<file path="config.mk">
export PLATFORM = sky130hd
export DESIGN_NAME = prio_dec_flat
export DESIGN_NICKNAME = d
export VERILOG_FILES = /design/src/rtl/prio_dec_pkg.sv /design/src/rtl/prio_dec_if.sv /design/src/rtl/prio_dec_onehot.sv /design/src/rtl/prio_dec.sv /design/src/flat_wrapper.sv
export SDC_FILE = /design/constraint.sdc
export NUM_CORES = 1
export LEC_CHECK = 0
export ABC_AREA = 1
export CELL_PAD_IN_SITES_DETAIL_PLACEMENT = 2
export CELL_PAD_IN_SITES_GLOBAL_PLACEMENT = 2
export CORE_ASPECT_RATIO = 0.7
export CORE_MARGIN = 3
export CORE_UTILIZATION = 22
export CTS_CLUSTER_DIAMETER = 80
export DETAILED_ROUTE_END_ITERATION = 12
export PLACE_DENSITY = 0.74
export SLEW_MARGIN = 40
export SYNTH_ARGS = -nofsm -noshare
export SYNTH_HDL_FRONTEND = slang
export SYNTH_HIERARCHICAL = 1
export SYNTH_SLANG_ARGS = --single-unit
</file>
<file path="constraint.sdc">
create_clock -name clk -period 1.48 [get_ports clk]
set_input_delay 0.296 -clock clk [delete_from_list [all_inputs] [get_ports clk]]
set_output_delay 0.296 -clock clk [all_outputs]
set_load 0.005 [all_outputs]
</file>
<file path="src/rtl/prio_dec_pkg.sv">
// ============================================================================
// Module   : prio_dec_pkg
// Brief    : Shared constants, FSM state type and counter sizing for prio_dec.
// Revision : 1.0 - initial release
// ============================================================================
`default_nettype none

package prio_dec_pkg;

  localparam int C_IDX_W = 3;

  typedef enum logic [1:0] {
    IDLE  = 2'd0,
    PULSE = 2'd1,
    GAP   = 2'd2
  } state_t;

  // Wide enough to hold the larger of the two reload values without wrapping.
  function automatic int f_cnt_w(input int pulse_len, input int gap_len);
    int m;
    m = (pulse_len > gap_len) ? pulse_len : gap_len;
    return (m < 1) ? 1 : $clog2(m + 1);
  endfunction

endpackage

`default_nettype wire

</file>
<file path="src/rtl/prio_dec_if.sv">
// ============================================================================
// Module   : prio_dec_if
// Brief    : Index handshake and decoded-strobe bundle for prio_dec.
// Revision : 1.0 - initial release
// ============================================================================
`default_nettype none

interface prio_dec_if
  import prio_dec_pkg::*;
#(
  parameter int IDX_W = C_IDX_W
) ();

  logic [IDX_W-1:0]    idx_in;
  logic                idx_valid;
  logic                idx_ready;
  logic [2**IDX_W-1:0] dec_out;
  logic                dec_valid;
  logic                busy;

  modport master (
    output idx_in,
    output idx_valid,
    input  idx_ready,
    input  dec_out,
    input  dec_valid,
    input  busy
  );

  modport slave (
    input  idx_in,
    input  idx_valid,
    output idx_ready,
    output dec_out,
    output dec_valid,
    output busy
  );

endinterface

`default_nettype wire

</file>
<file path="src/rtl/prio_dec_onehot.sv">
// ============================================================================
// Module   : prio_dec_onehot
// Brief    : Combinational IDX_W-to-2**IDX_W one-hot decoder with enable.
// Revision : 1.0 - initial release
// ============================================================================
`default_nettype none

module prio_dec_onehot
  import prio_dec_pkg::*;
#(
  parameter int IDX_W = C_IDX_W
) (
  input  wire logic [IDX_W-1:0]    i_idx,
  input  wire logic                i_en,
  output logic      [2**IDX_W-1:0] o_onehot
);

  genvar k;
  generate
    for (k = 0; k < 2**IDX_W; k++) begin : g_line
      assign o_onehot[k] = i_en && (i_idx == IDX_W'(k));
    end
  endgenerate

endmodule

`default_nettype wire

</file>
<file path="src/rtl/prio_dec.sv">
// ============================================================================
// Module   : prio_dec
// Brief    : Sequential priority-index decoder: accepts an index and emits a
//            timed one-hot pulse followed by an idle gap.
//            Optional history register enabled by PRIO_DEC_HIST_EN.
// Revision : 1.0 - initial release
// ============================================================================
`default_nettype none

module prio_dec
  import prio_dec_pkg::*;
#(
  parameter int IDX_W     = C_IDX_W,
  parameter int PULSE_LEN = 4,
  parameter int GAP_LEN   = 1
) (
  input  wire logic      clk,
  input  wire logic      rst_n,
  prio_dec_if.slave      bus
`ifdef PRIO_DEC_HIST_EN
  ,
  input  wire logic                hist_clr,
  output logic      [2**IDX_W-1:0] hist_out
`endif
);

  localparam int              C_N          = 2**IDX_W;
  localparam int              C_CNT_W      = f_cnt_w(PULSE_LEN, GAP_LEN);
  localparam logic [C_CNT_W-1:0] C_PULSE_LOAD = C_CNT_W'(PULSE_LEN - 1);
  localparam logic [C_CNT_W-1:0] C_GAP_LOAD   = C_CNT_W'((GAP_LEN > 0) ? GAP_LEN - 1 : 0);

  state_t               r_state;
  state_t               w_state_nxt;
  logic [C_CNT_W-1:0]   r_cnt;
  logic [C_CNT_W-1:0]   w_cnt_nxt;
  logic [IDX_W-1:0]     r_idx;
  logic [IDX_W-1:0]     w_idx_nxt;
  logic                 w_hs;
  logic                 w_pulse;
  logic [C_N-1:0]       w_dec;

  always_ff @(posedge clk or negedge rst_n) begin
    if (!rst_n) begin
      r_state <= IDLE;
      r_cnt   <= '0;
      r_idx   <= '0;
    end else begin
      r_state <= w_state_nxt;
      r_cnt   <= w_cnt_nxt;
      r_idx   <= w_idx_nxt;
    end
  end

  always_comb begin
    w_state_nxt   = r_state;
    w_cnt_nxt     = r_cnt;
    w_idx_nxt     = r_idx;
    w_pulse       = 1'b0;
    bus.idx_ready = 1'b0;
    bus.busy      = 1'b1;
    bus.dec_valid = 1'b0;
    w_hs          = 1'b0;

    case (r_state)
      IDLE: begin
        bus.idx_ready = 1'b1;
        bus.busy      = 1'b0;
        w_hs          = bus.idx_valid;
        if (w_hs) begin
          w_idx_nxt   = bus.idx_in;
          w_cnt_nxt   = C_PULSE_LOAD;
          w_state_nxt = PULSE;
        end
      end
      PULSE: begin
        w_pulse       = 1'b1;
        bus.dec_valid = 1'b1;
        if (r_cnt == '0) begin
          if (GAP_LEN > 0) begin
            w_cnt_nxt   = C_GAP_LOAD;
            w_state_nxt = GAP;
          end else begin
            w_state_nxt = IDLE;
          end
        end else begin
          w_cnt_nxt = r_cnt - 1'b1;
        end
      end
      GAP: begin
        if (r_cnt == '0) begin
          w_state_nxt = IDLE;
        end else begin
          w_cnt_nxt = r_cnt - 1'b1;
        end
      end
      default: begin
        w_state_nxt = IDLE;
        w_cnt_nxt   = '0;
      end
    endcase
  end

  prio_dec_onehot #(
    .IDX_W (IDX_W)
  ) u_onehot (
    .i_idx    (r_idx),
    .i_en     (w_pulse),
    .o_onehot (w_dec)
  );

  assign bus.dec_out = w_dec;

`ifdef PRIO_DEC_HIST_EN
  logic [C_N-1:0] r_hist;
  logic           w_first;

  // The counter still holds its reload value only in the first PULSE cycle.
  assign w_first = (r_state == PULSE) && (r_cnt == C_PULSE_LOAD);

  always_ff @(posedge clk or negedge rst_n) begin
    if (!rst_n) begin
      r_hist <= '0;
    end else if (hist_clr) begin
      r_hist <= w_first ? w_dec : '0;
    end else if (w_first) begin
      r_hist <= r_hist | w_dec;
    end
  end

  assign hist_out = r_hist;
`endif

endmodule

`default_nettype wire

</file>
<file path="src/flat_wrapper.sv">
// flat-port wrapper written by rule: the top's interface ports become plain ports
module prio_dec_flat import prio_dec_pkg::*;
#(
  parameter int IDX_W     = C_IDX_W,
  parameter int PULSE_LEN = 4,
  parameter int GAP_LEN   = 1
)
  (clk, rst_n, bus_idx_in, bus_idx_valid, bus_idx_ready, bus_dec_out, bus_dec_valid, bus_busy);
  prio_dec_if #(.IDX_W(IDX_W)) bus_i ();
  input  wire logic clk;
  input  wire logic rst_n;
  input wire logic [$bits(bus_i.idx_in)-1:0] bus_idx_in;
  input wire logic [$bits(bus_i.idx_valid)-1:0] bus_idx_valid;
  output wire logic [$bits(bus_i.idx_ready)-1:0] bus_idx_ready;
  output wire logic [$bits(bus_i.dec_out)-1:0] bus_dec_out;
  output wire logic [$bits(bus_i.dec_valid)-1:0] bus_dec_valid;
  output wire logic [$bits(bus_i.busy)-1:0] bus_busy;
  assign bus_i.idx_in = bus_idx_in;
  assign bus_i.idx_valid = bus_idx_valid;
  assign bus_idx_ready = bus_i.idx_ready;
  assign bus_dec_out = bus_i.dec_out;
  assign bus_dec_valid = bus_i.dec_valid;
  assign bus_busy = bus_i.busy;
  prio_dec #(.IDX_W(IDX_W), .PULSE_LEN(PULSE_LEN), .GAP_LEN(GAP_LEN)) u_core (.clk(clk), .rst_n(rst_n), .bus(bus_i));
endmodule
</file>
==> key figures <==
Status
  – Run status: complete, but fails checks
  – Failing checks: setup timing

Clocking
  – Clock transition at the registers of the reported paths: ~60 ps
  – Num CTS Buffers: 3
  – CTS Hold Bufs: 0
  – Root Driver: sky130_fd_sc_hd__clkbuf_4
  – Clock latency on the worst-skew pair: ~260 ps
  – TritonCTS clock tree: yes
  – Clock H-tree levels: 1
  – Maximum buffer depth of the clock tree: 2
  – Sinks on the clock net: 8

Timing
  – Least-Margin Pin Slew: about 380 ps
  – Final setup skew: around 10 ps
  – Setup repair after global routing missed its margin: true
  – Max Clock Freq: ~640 MHz
  – Number of max-slew violations in the final report: 0
  – Slew HR: 0.743
  – Final setup margin: -91.3 ps
  – Endpoints failing hold: 0
  – Shortest period the worst path allows: between 1500 and 2000 ps
  – Final setup violation count: 10
  – Final clock period utilization by the worst path: 1.06

Place
  – Post-DP HPWL: 1.57 mm
  – Post-placement cell count: 134
  – Setup slack after placement: -121 ps
  – GP Congestion: 0.755
  – Number of port buffers: 16

Drt
  – Vias per cell: 4.33
  – Count of TritonRoute iterations in the first routing pass: 2
  – Per-cell routed wire length: 13.8 um
  – Total length of routed wires: 1.93 mm
  – Final routed DRC violation total: 0
  – Number of vias in the routed layout: 606
  – Detailed Route Iter0 Violations: 7
  – Antenna violation net count after detailed routing: 0

Pwr
  – Static Leak: approximately 0.00045 uW
  – Portion of total power attributed to combinational logic: 0.662
  – Max rail drop VDD: approximately 0.56 mV
  – Switch share: 0.474
  – Cell internal pwr: between 900 and 1000 uW
  – Power spent charging and discharging nets: approximately 820 uW
  – Power density relative to cell area: around 2100 nW/um2
  – Relative contribution of sequential cells to total power: 0.236
  – Fraction of power consumed by the clock network: 0.102

Setup path
  – Critical path startpoint: u_core/r_state[1]
  – R2r startpoint: u_core/r_state[1]
  – Cells traversed along the worst timing path: buf_4, nor2_4, inv_2, dlygate4sd2_1
  – Worst stage delay on the critical path: approximately 400 ps
  – Crit-path max FO: 2
  – Data required time at the worst endpoint: ~1200 ps
  – Sort of element at the end of the critical path: primary output
  – Setup Crit Path Kind: reg2out
  – Data arrival time of the critical path: ~1300 ps
  – Element type at the critical path start: register
  – CP max stage cell: sky130_fd_sc_hd__dfrtp_1

Hold path
  – Worst min-delay path class: in2async

Synth
  – Number of synthesis warnings: 6
  – Post-Syn Instances: 80
  – Syn_nets: 88
  – Post-synthesis sequential element count: 8
  – Average cell area after synthesis: 6.69 um2
  – Cell variety after synth: 10
  – Portion of the post-synthesis area used by sequential elements: 0.374
  – Mapped cell area: between 500 and 600 um2

Floorplan
  – Core outline area: between 2000 and 2500 um2
  – I/O pins: 17
  – Die area: around 3000 um2
  – Die height: roughly 47 um
  – Effective utilization at floorplan: 0.241
  – Chip width: 65.0 um
  – Number of cell rows: 14

Global route
  – Combined global-route utilization of all metal layers: 0.144
  – Global-route wire length before repair: just over 3 mm
  – Pin count of the biggest net entering global routing: 9
  – Vias in the first global route: between 600 and 700
  – Number of antenna violations at the first check in global routing: 0
  – Remaining global-route overflow: 0

Job
  – # Max-Cap Violations: 0

Layout
  – Cell Count, Final, Fillers Out: 140
  – Fraction of layout instances using a drive strength above 1: 0.343
  – Diode insertion count for antenna repair: 0
  – Net count, final: 118
  – Synthesis-to-layout area growth: 52.6%
  – Number of fill cells in the layout: between 200 and 300
[stage by stage]
stage / total power (uW) / hold slack, ps / instance area, um2 / setup TNS [ps] / utilization
floorplan: 950 / 0.409 / 536 / 0 / -
global route: 1910 / 340 / 817 / -1380 / 0.367
detailed placement: 1470 / 480 / 781 / -889 / 0.351
CTS: 1730 / 328 / 807 / -244 / 0.363
finish: 1720 / 316 / 817 / -585 / 0.367
global placement: 1420 / 473 / 781 / -488 / 0.351
[cell usage after synthesis]
master / number / area (um2)
sky130_fd_sc_hd__nand2_1: 33 / 124
sky130_fd_sc_hd__nor2_1: 11 / 41.3
sky130_fd_sc_hd__inv_1: 9 / 33.8
sky130_fd_sc_hd__dfrtp_1: 8 / 200
sky130_fd_sc_hd__nand3_1: 8 / 40.0
sky130_fd_sc_hd__inv_2: 4 / 15.0
sky130_fd_sc_hd__nor2_4: 3 / 33.8
sky130_fd_sc_hd__ha_1: 2 / 25.0
sky130_fd_sc_hd__nand2_2: 1 / 6.26
sky130_fd_sc_hd__o21ai_4: 1 / 16.3
[registers in the layout, summed over array words and instances (netlist names)]
signal	cells
u_core/r_cnt	3
u_core/r_idx	3
u_core/r_state	2
[metal layers]
layer  wire (um)  GRT usage  up-vias
met5           0          0        -
met4           0     0.0378        0
met3          67     0.0455        0
met2         941      0.246        8
met1         925      0.181      302
li1            -          -      296
[layout make-up]
cell class	instances	area, um2	share of cell area
clock buffer	3	22.5	0.0276
inverter	13	48.8	0.0597
multi-input combinational	59	312	0.381
sequential	8	200	0.245
tap	32	40.0	0.0490
timing repair buffer	25	194	0.237
[critical path: cells and delay by family (launching register included)]
kind          cells  cell delay (ps)
simple gates      1              150
flops             1              400
buf+inv           3              460
[path summary, 6_finish.rpt]
check,endpoint,slack (ps),cells past startpoint
worst max-delay path,bus_busy,-90,4
worst min-delay path,u_core/r_idx[2],320,1
worst max register to register,u_core/r_cnt[1],80,8
worst min register to register,u_core/r_cnt[1],480,2
max in group asynchronous,u_core/r_cnt[1],880,1
min in group clk,u_core/r_cnt[1],480,2
[repair_timing]
action                                 4_1_cts  5_1_grt
setup buffers                                3        1
resized for setup                           46        7
pin swaps                                    9        3
setup endpoints to repair                   11       12
endpoints found under the hold margin        0        0
[cells in the final DEF, fill, tap and decap left out]
cell type                         Yosys  layout
sky130_fd_sc_hd__inv_2                4       4
sky130_fd_sc_hd__nor2_4               3       3
sky130_fd_sc_hd__buf_4                0       6
sky130_fd_sc_hd__inv_1                9       9
sky130_fd_sc_hd__dfrtp_1              8       8
sky130_fd_sc_hd__nor2_2               0       4
sky130_fd_sc_hd__clkbuf_2             0       1
sky130_fd_sc_hd__buf_6                0       4
sky130_fd_sc_hd__ha_1                 2       2
sky130_fd_sc_hd__buf_2                0       8
sky130_fd_sc_hd__o21ai_4              1       1
sky130_fd_sc_hd__dlygate4sd2_1        0       1
sky130_fd_sc_hd__nor2_1              11       7
sky130_fd_sc_hd__nand2_2              1       1
sky130_fd_sc_hd__clkbuf_4             0       3
sky130_fd_sc_hd__nand3_1              8       8
sky130_fd_sc_hd__nand2_4              0       2
sky130_fd_sc_hd__nand2_1             33      31
sky130_fd_sc_hd__clkdlybuf4s50_1      0       5
[kinds of logic (layout without fill, tap and decap cells)]
logic type	Yosys count	count (layout)	synth area share
adder cells (fa/ha/maj)	2	2	0.0467
AND/OR/NAND/NOR	56	56	0.458
buffers and inverters	13	41	0.0911
flip-flops	8	8	0.374
AO/OA/AOI/OAI	1	1	0.0304
[power by group through the flow]
stage	clock network, uW	logic (uW)	registers [uW]
6_report	176	1140	406
3_5_place_dp	0	1060	406
2_1_floorplan	0	548	403
3_3_place_gp	0	1020	399
4_1_cts	187	1130	409
5_1_grt	199	1290	421
No activity file was read; power rests on OpenSTA's default activity.
